## config.mk

```make
export PLATFORM = sky130hd
export DESIGN_NAME = uart_loopback_fifo_flat
export DESIGN_NICKNAME = d
export VERILOG_FILES = /design/src/rtl/uart_pkg.sv /design/src/rtl/uart_loopback_fifo_if.sv /design/src/rtl/uart_sync_fifo.sv /design/src/rtl/uart_loopback_fifo.sv /design/src/flat_wrapper.sv
export SDC_FILE = /design/constraint.sdc
export NUM_CORES = 1
export LEC_CHECK = 0
export CAP_MARGIN = 20
export CORE_MARGIN = 2
export CORE_UTILIZATION = 49
export DETAILED_ROUTE_END_ITERATION = 6
export PLACE_DENSITY = 0.79
export SYNTH_ARGS = -nofsm -noshare
export SYNTH_HDL_FRONTEND = slang
export SYNTH_SLANG_ARGS = --single-unit
```

## constraint.sdc

```tcl
create_clock -name clk -period 2.45 [get_ports clk]
set_clock_uncertainty 0.2 [all_clocks]
set_input_delay 0.245 -clock clk [delete_from_list [all_inputs] [get_ports clk]]
set_output_delay 0.245 -clock clk [all_outputs]
set_load 0.005 [all_outputs]
```

## src/rtl/uart_pkg.sv

```systemverilog
// Shared types and defaults for the UART loopback/FIFO glue.
package uart_pkg;

    localparam int DEFAULT_DATA_WIDTH = 8;

    // Routing mode; encoding 2'd3 is unused and treated as EXTERNAL.
    typedef enum logic [1:0] {
        MODE_EXTERNAL = 2'd0,
        MODE_LOOPBACK = 2'd1,
        MODE_DRAIN    = 2'd2
    } mode_e;

endpackage

```

## src/rtl/uart_loopback_fifo_if.sv

```systemverilog
// Ready/ack handshake bundle between the UART core, the glue and the host.
// The slave modport is the glue's view; master is the surrounding system.
interface uart_loopback_fifo_if
    import uart_pkg::*;
#(
    parameter int DATA_WIDTH = DEFAULT_DATA_WIDTH
);

    logic [DATA_WIDTH-1:0] uart_rx_data_i;
    logic                  uart_rx_ready_i;
    logic                  uart_rx_ack_o;
    logic [DATA_WIDTH-1:0] uart_tx_data_o;
    logic                  uart_tx_ready_o;
    logic                  uart_tx_ack_i;
    logic [DATA_WIDTH-1:0] host_rx_data_o;
    logic                  host_rx_ready_o;
    logic                  host_rx_ack_i;
    logic [DATA_WIDTH-1:0] host_tx_data_i;
    logic                  host_tx_ready_i;
    logic                  host_tx_ack_o;

    modport slave (
        input  uart_rx_data_i, uart_rx_ready_i, uart_tx_ack_i,
        input  host_rx_ack_i, host_tx_data_i, host_tx_ready_i,
        output uart_rx_ack_o, uart_tx_data_o, uart_tx_ready_o,
        output host_rx_data_o, host_rx_ready_o, host_tx_ack_o
    );

    modport master (
        output uart_rx_data_i, uart_rx_ready_i, uart_tx_ack_i,
        output host_rx_ack_i, host_tx_data_i, host_tx_ready_i,
        input  uart_rx_ack_o, uart_tx_data_o, uart_tx_ready_o,
        input  host_rx_data_o, host_rx_ready_o, host_tx_ack_o
    );

endinterface

```

## src/rtl/uart_sync_fifo.sv

```systemverilog
// Single-clock FIFO with wrapping pointers and a separate occupancy counter.
// Push while full and pop while empty are ignored.
module uart_sync_fifo
    import uart_pkg::*;
#(
    parameter  int DATA_WIDTH = DEFAULT_DATA_WIDTH,
    parameter  int DEPTH      = 4,
    localparam int PTR_W      = $clog2(DEPTH),
    localparam int LVL_W      = PTR_W + 1
) (
    input  logic                  clk,
    input  logic                  reset,
    input  logic                  push,
    input  logic [DATA_WIDTH-1:0] wdata,
    input  logic                  pop,
    output logic [DATA_WIDTH-1:0] rdata,
    output logic                  full,
    output logic                  empty,
    output logic [LVL_W-1:0]      level
);

    logic [DATA_WIDTH-1:0] mem [DEPTH];
    logic [PTR_W-1:0]      wptr;
    logic [PTR_W-1:0]      rptr;
    logic                  do_push;
    logic                  do_pop;

    assign full    = (level == LVL_W'(DEPTH));
    assign empty   = (level == '0);
    assign do_push = push && !full;
    assign do_pop  = pop && !empty;
    assign rdata   = mem[rptr];

    // Storage array: written at wptr on an accepted push.
    // NOTE: the array is reset because stale bytes must never be visible on
    // rdata after reset; this costs a reset net per storage bit.
    always_ff @(posedge clk or posedge reset) begin
        if (reset) begin
            for (int i = 0; i < DEPTH; i++) begin
                mem[i] <= '0;
            end
        end else if (do_push) begin
            mem[wptr] <= wdata;
        end
    end

    // Pointers wrap by natural overflow; level tracks occupancy explicitly.
    // NOTE: non-blocking assignments here so every flop samples pre-edge
    // values regardless of statement order.
    always_ff @(posedge clk or posedge reset) begin
        if (reset) begin
            wptr  <= '0;
            rptr  <= '0;
            level <= '0;
        end else begin
            if (do_push) begin
                wptr <= wptr + 1'b1;
            end
            if (do_pop) begin
                rptr <= rptr + 1'b1;
            end
            case ({do_push, do_pop})
                2'b10:   level <= level + 1'b1;
                2'b01:   level <= level - 1'b1;
                default: level <= level;
            endcase
        end
    end

endmodule

```

## src/rtl/uart_loopback_fifo.sv

```systemverilog
// Routes UART RX/TX handshakes either to the host port or through an
// internal echo FIFO, with an orderly drain when leaving loopback.
module uart_loopback_fifo
    import uart_pkg::*;
#(
    parameter  int DATA_WIDTH     = DEFAULT_DATA_WIDTH,
    parameter  int DEPTH          = 4,
    parameter  int DROP_WHEN_FULL = 0,
    parameter  int CNT_WIDTH      = 8,
    localparam int LVL_W          = $clog2(DEPTH) + 1
) (
    input  logic                 clk,
    input  logic                 reset,
    input  logic                 loopback_i,
    uart_loopback_fifo_if.slave  bus,
    output logic [LVL_W-1:0]     level_o,
    output logic [CNT_WIDTH-1:0] overflow_count_o,
    output logic [1:0]           state_o
);

    localparam logic DROP = (DROP_WHEN_FULL != 0);

    mode_e                 state;
    logic                  fifo_push;
    logic                  fifo_pop;
    logic                  fifo_full;
    logic                  fifo_empty;
    logic                  drop_byte;
    logic [DATA_WIDTH-1:0] fifo_rdata;
    logic [LVL_W-1:0]      fifo_level;

    // Pushes only depend on registered state, so uart_tx_ack_i never reaches
    // uart_rx_ack_o combinationally.
    assign fifo_push = (state == MODE_LOOPBACK) && bus.uart_rx_ready_i && !fifo_full;
    assign drop_byte = DROP && (state == MODE_LOOPBACK) && bus.uart_rx_ready_i && fifo_full;
    assign fifo_pop  = ((state == MODE_LOOPBACK) || (state == MODE_DRAIN))
                       && !fifo_empty && bus.uart_tx_ack_i;

    uart_sync_fifo #(
        .DATA_WIDTH (DATA_WIDTH),
        .DEPTH      (DEPTH)
    ) u_fifo (
        .clk   (clk),
        .reset (reset),
        .push  (fifo_push),
        .wdata (bus.uart_rx_data_i),
        .pop   (fifo_pop),
        .rdata (fifo_rdata),
        .full  (fifo_full),
        .empty (fifo_empty),
        .level (fifo_level)
    );

    assign level_o = fifo_level;
    assign state_o = state;

    // Handshake routing per mode; everything is held low while reset is high.
    // NOTE: every output gets a default first so no path can infer a latch.
    always_comb begin
        bus.uart_rx_ack_o   = 1'b0;
        bus.uart_tx_ready_o = 1'b0;
        bus.uart_tx_data_o  = '0;
        bus.host_rx_ready_o = 1'b0;
        bus.host_rx_data_o  = '0;
        bus.host_tx_ack_o   = 1'b0;
        if (!reset) begin
            case (state)
                MODE_EXTERNAL: begin
                    bus.host_rx_ready_o = bus.uart_rx_ready_i;
                    bus.host_rx_data_o  = bus.uart_rx_data_i;
                    bus.uart_rx_ack_o   = bus.host_rx_ack_i;
                    bus.uart_tx_ready_o = bus.host_tx_ready_i;
                    bus.uart_tx_data_o  = bus.host_tx_data_i;
                    bus.host_tx_ack_o   = bus.uart_tx_ack_i;
                end
                MODE_LOOPBACK: begin
                    bus.uart_rx_ack_o   = bus.uart_rx_ready_i && (!fifo_full || DROP);
                    bus.uart_tx_ready_o = !fifo_empty;
                    bus.uart_tx_data_o  = fifo_rdata;
                end
                MODE_DRAIN: begin
                    bus.host_rx_ready_o = bus.uart_rx_ready_i;
                    bus.host_rx_data_o  = bus.uart_rx_data_i;
                    bus.uart_rx_ack_o   = bus.host_rx_ack_i;
                    bus.uart_tx_ready_o = !fifo_empty;
                    bus.uart_tx_data_o  = fifo_rdata;
                end
                default: begin
                end
            endcase
        end
    end

    // Mode FSM. In DRAIN a loopback request takes priority over finishing
    // the drain, so the remaining bytes keep echoing in order.
    always_ff @(posedge clk or posedge reset) begin
        if (reset) begin
            state <= MODE_EXTERNAL;
        end else begin
            case (state)
                MODE_EXTERNAL: begin
                    if (loopback_i) begin
                        state <= MODE_LOOPBACK;
                    end
                end
                MODE_LOOPBACK: begin
                    if (!loopback_i) begin
                        state <= fifo_empty ? MODE_EXTERNAL : MODE_DRAIN;
                    end
                end
                MODE_DRAIN: begin
                    if (loopback_i) begin
                        state <= MODE_LOOPBACK;
                    end else if (fifo_empty || ((fifo_level == LVL_W'(1)) && fifo_pop)) begin
                        state <= MODE_EXTERNAL;
                    end
                end
                default: state <= MODE_EXTERNAL;
            endcase
        end
    end

    // Saturating count of bytes acked and discarded while full.
    always_ff @(posedge clk or posedge reset) begin
        if (reset) begin
            overflow_count_o <= '0;
        end else if (drop_byte && (overflow_count_o != '1)) begin
            overflow_count_o <= overflow_count_o + 1'b1;
        end
    end

endmodule

```

## src/flat_wrapper.sv

```systemverilog
// flat-port wrapper written by rule: the top's interface ports become plain ports
module uart_loopback_fifo_flat import uart_pkg::*;
#(
    parameter  int DATA_WIDTH     = DEFAULT_DATA_WIDTH,
    parameter  int DEPTH          = 4,
    parameter  int DROP_WHEN_FULL = 0,
    parameter  int CNT_WIDTH      = 8,
    localparam int LVL_W          = $clog2(DEPTH) + 1
)
  (clk, reset, loopback_i, level_o, overflow_count_o, state_o, bus_uart_rx_data_i, bus_uart_rx_ready_i, bus_uart_tx_ack_i, bus_host_rx_ack_i, bus_host_tx_data_i, bus_host_tx_ready_i, bus_uart_rx_ack_o, bus_uart_tx_data_o, bus_uart_tx_ready_o, bus_host_rx_data_o, bus_host_rx_ready_o, bus_host_tx_ack_o);
  uart_loopback_fifo_if #(.DATA_WIDTH(DATA_WIDTH)) bus_i ();
  input  logic clk;
  input  logic reset;
  input  logic loopback_i;
  output logic [LVL_W-1:0] level_o;
  output logic [CNT_WIDTH-1:0] overflow_count_o;
  output logic [1:0] state_o;
  input wire logic [$bits(bus_i.uart_rx_data_i)-1:0] bus_uart_rx_data_i;
  input wire logic [$bits(bus_i.uart_rx_ready_i)-1:0] bus_uart_rx_ready_i;
  input wire logic [$bits(bus_i.uart_tx_ack_i)-1:0] bus_uart_tx_ack_i;
  input wire logic [$bits(bus_i.host_rx_ack_i)-1:0] bus_host_rx_ack_i;
  input wire logic [$bits(bus_i.host_tx_data_i)-1:0] bus_host_tx_data_i;
  input wire logic [$bits(bus_i.host_tx_ready_i)-1:0] bus_host_tx_ready_i;
  output wire logic [$bits(bus_i.uart_rx_ack_o)-1:0] bus_uart_rx_ack_o;
  output wire logic [$bits(bus_i.uart_tx_data_o)-1:0] bus_uart_tx_data_o;
  output wire logic [$bits(bus_i.uart_tx_ready_o)-1:0] bus_uart_tx_ready_o;
  output wire logic [$bits(bus_i.host_rx_data_o)-1:0] bus_host_rx_data_o;
  output wire logic [$bits(bus_i.host_rx_ready_o)-1:0] bus_host_rx_ready_o;
  output wire logic [$bits(bus_i.host_tx_ack_o)-1:0] bus_host_tx_ack_o;
  assign bus_i.uart_rx_data_i = bus_uart_rx_data_i;
  assign bus_i.uart_rx_ready_i = bus_uart_rx_ready_i;
  assign bus_i.uart_tx_ack_i = bus_uart_tx_ack_i;
  assign bus_i.host_rx_ack_i = bus_host_rx_ack_i;
  assign bus_i.host_tx_data_i = bus_host_tx_data_i;
  assign bus_i.host_tx_ready_i = bus_host_tx_ready_i;
  assign bus_uart_rx_ack_o = bus_i.uart_rx_ack_o;
  assign bus_uart_tx_data_o = bus_i.uart_tx_data_o;
  assign bus_uart_tx_ready_o = bus_i.uart_tx_ready_o;
  assign bus_host_rx_data_o = bus_i.host_rx_data_o;
  assign bus_host_rx_ready_o = bus_i.host_rx_ready_o;
  assign bus_host_tx_ack_o = bus_i.host_tx_ack_o;
  uart_loopback_fifo #(.DATA_WIDTH(DATA_WIDTH), .DEPTH(DEPTH), .DROP_WHEN_FULL(DROP_WHEN_FULL), .CNT_WIDTH(CNT_WIDTH)) u_core (.clk(clk), .reset(reset), .loopback_i(loopback_i), .bus(bus_i), .level_o(level_o), .overflow_count_o(overflow_count_o), .state_o(state_o));
endmodule
```

==> flow_summary.ini <==
[timing]
timing.final.hold_violations = 0
worst_pin_slew_ns = 0.537
final_max_slew_viol_count = 0
period_needed_ns = 2.39
setup_viol = 0
fin_crit_sh = 0.974
max_clock_freq_ghz = 0.419
finalSetupTns_ns = 0
slew_headroom = 0.642
layout_setup_ws_ns = 0.0632

[drt]
route.detailed.drc = 0
wirelength_um = 5440
vias = 1632
wire_per_inst_um = 18.1
drt-initial-drc-count = 96
dr.pass1.iters = 4
ant_nets = 0
vias_per_cell = 5.44

[pwr]
max-vdd-ir-drop_mv = 0.713
powerDensity_mw_per_mm2 = 1230
leakage_nw = 1.58

[global_route]
grt_use_met3 = 0.0458
grt_pass1_wl_um = 8670
antenna_found_initial = 0
grt_overflow = 0
gr-usage-met2 = 0.373
busiest_layer = met2
grt_max_degree = 42
grt_use_met1 = 0.285
grt_pass1_vias = 1731
grt_usage = 0.222

[logic_synthesis]
yosysTopAreaCell = dfrtp_1
seq_area_frac_synth = 0.449
ys.flop_type = dfrtp_1
synth_simple_gate_area_share = 0.0893
synth_top_area_share = 0.449
synth_xor_area_frac = 0.0230
synth_edf_count = 0
ys_warn_count = 0
syn-instance-count = 170
synth_compound_area_frac = 0.0509
synthAdderAreaFrac = 0.0712
synth_area_mm2 = 0.00228
netlist_top_cells_area = dfrtp_1, mux2_2, mux4_2
synth-seq-cells = 41
synth_area_per_cell_um2 = 13.4
synth_top_family_by_area = multiplexers
ys_types = 32
synthMuxAreaShare = 0.260
async_reset_ff_frac = 1.00

[cells_and_area]
final_area_mm2 = 0.00316
nNetsFinal = 283
areaGrowthSynthToFinish_pct = 38.3
drive_above_1_share = 0.387
diodes = 0
mostFrequentLayoutCells = dfrtp_1, mux2_2, clkdlybuf4s50_1, buf_4
layout_commonest_cell = dfrtp_1
final_util = 0.716

[die]
die-area_mm2 = 0.00523
start_util = 0.518
fp.coreArea_mm2 = 0.00441
num_rows = 24
fp.dieH_um = 72.3
die_w_um = 72.3
io_pins = 56

[setup_path]
crit_path_end_kind = output pin
cp-start-kind = flip-flop
crit_fanout = 6
critPathArrivalTime_ns = 1.94
crit_required_ns = 2.01
r2r_slack_ns = 0.22
critical_path_class = reg -> out

[place]
place_area_mm2 = 0.00284
place_congestion = 0.871
dp_hpwl_um = 3740
numPortBuffers = 47
place_ws_ns = 0.128

[hold_path]
hold_class = reg -> reg

[outcome]
status = complete, no violations

[clock_network]
ctsHtreeMaxLevel = 2
cts_buffers = 5
clkSlewWorstSetupHoldPaths_ns = 0.09
clk_latency_ns = 0.30
tritoncts = built
cts.root.buffer_cell = clkbuf_8
cts_buffer_depth = 2
clkSinkCount = 41

[run]
cap_violations = 0
registers in the layout, summed over array words and instances (netlist names):
register and cells:
u_core.u_fifo.mem 32, u_core.u_fifo.level 3, u_core.state_o 2, u_core.u_fifo.rptr 2
u_core.u_fifo.wptr 2
logic make-up after synthesis:
logic type / count (synthesis)
AOI/OAI and AO/OA: 14
DFF: 41
xor gates and xnor gates: 6
and+or+nand+nor: 29
other: 1
buffers and inverters: 21
muxes: 45
adders and majority gates: 13
metrics by stage:
stage	power (W)	instances	hold WS, ns
2_1_floorplan	0.00239	177	0.196
3_3_place_gp	0.00298	275	0.282
3_5_place_dp	0.00308	275	0.290
4_1_cts	0.00385	296	0.308
5_1_grt	0.00415	300	0.318
6_report	0.00390	300	0.309
synthesized netlist by cell type, drive strengths merged (3+ instances only):
cell type / n
ha: 13
and2: 9
a22o: 8
mux4: 8
nor2: 4
mux2: 35
xnor2: 4
buf: 11
dfrtp: 41
nand2: 3
nand4: 5
inv: 8
worst max-delay path: stages, from the launching register on:
cell and delay [ns]:
dfrtp_1 0.43, inv_2 0.08, ha_4 0.17, buf_4 0.15
nor3b_2 0.16, buf_4 0.16, a22o_1 0.23, dlygate4sd2_1 0.26
metal layers:
layer  vias up  share of wire
met5         -              0
met4         0          0.013
met3         8          0.039
met2        46           0.49
met1       824           0.45
li1        754              -
area by class of cell:
type	instances	area, um^2
repair buffers	76	708
inverters	8	30.0
clock inverters	1	30.0
flip-flops and latches	41	1030
multi-input cells	115	1210
clock buffers	7	86.3
well taps	52	65.1
fillers	289	1250
final timing paths:
path,from,endpoint,cells past startpoint
setup / recovery,u_core.state_o[1],bus_uart_tx_data_o[7],7
hold / removal,u_core.u_fifo.mem[15],u_core.u_fifo.mem[15],1
setup reg to reg,u_core.state_o[0],u_core.state_o[0],7
hold reg to reg,u_core.u_fifo.mem[15],u_core.u_fifo.mem[15],1
max in group asynchronous,reset,u_core.u_fifo.mem[19],3
min in group asynchronous,reset,u_core.state_o[1],3
timing repair:
action / CTS / global route
pin swaps: 4 / 1
endpoints found under the setup margin: 19 / 16
buffers inserted: 13 / 4
hold buffers: 0 / 0
gates resized for setup: 21 / 18
power by group:
group | internal, W | switching, W
combinational | 0.00128 | 0.000808
sequential | 0.00102 | 0.000230
clock | 0.000332 | 0.000238
total | 0.00262 | 0.00128
Note: power is estimated with default switching activity, not from simulation.
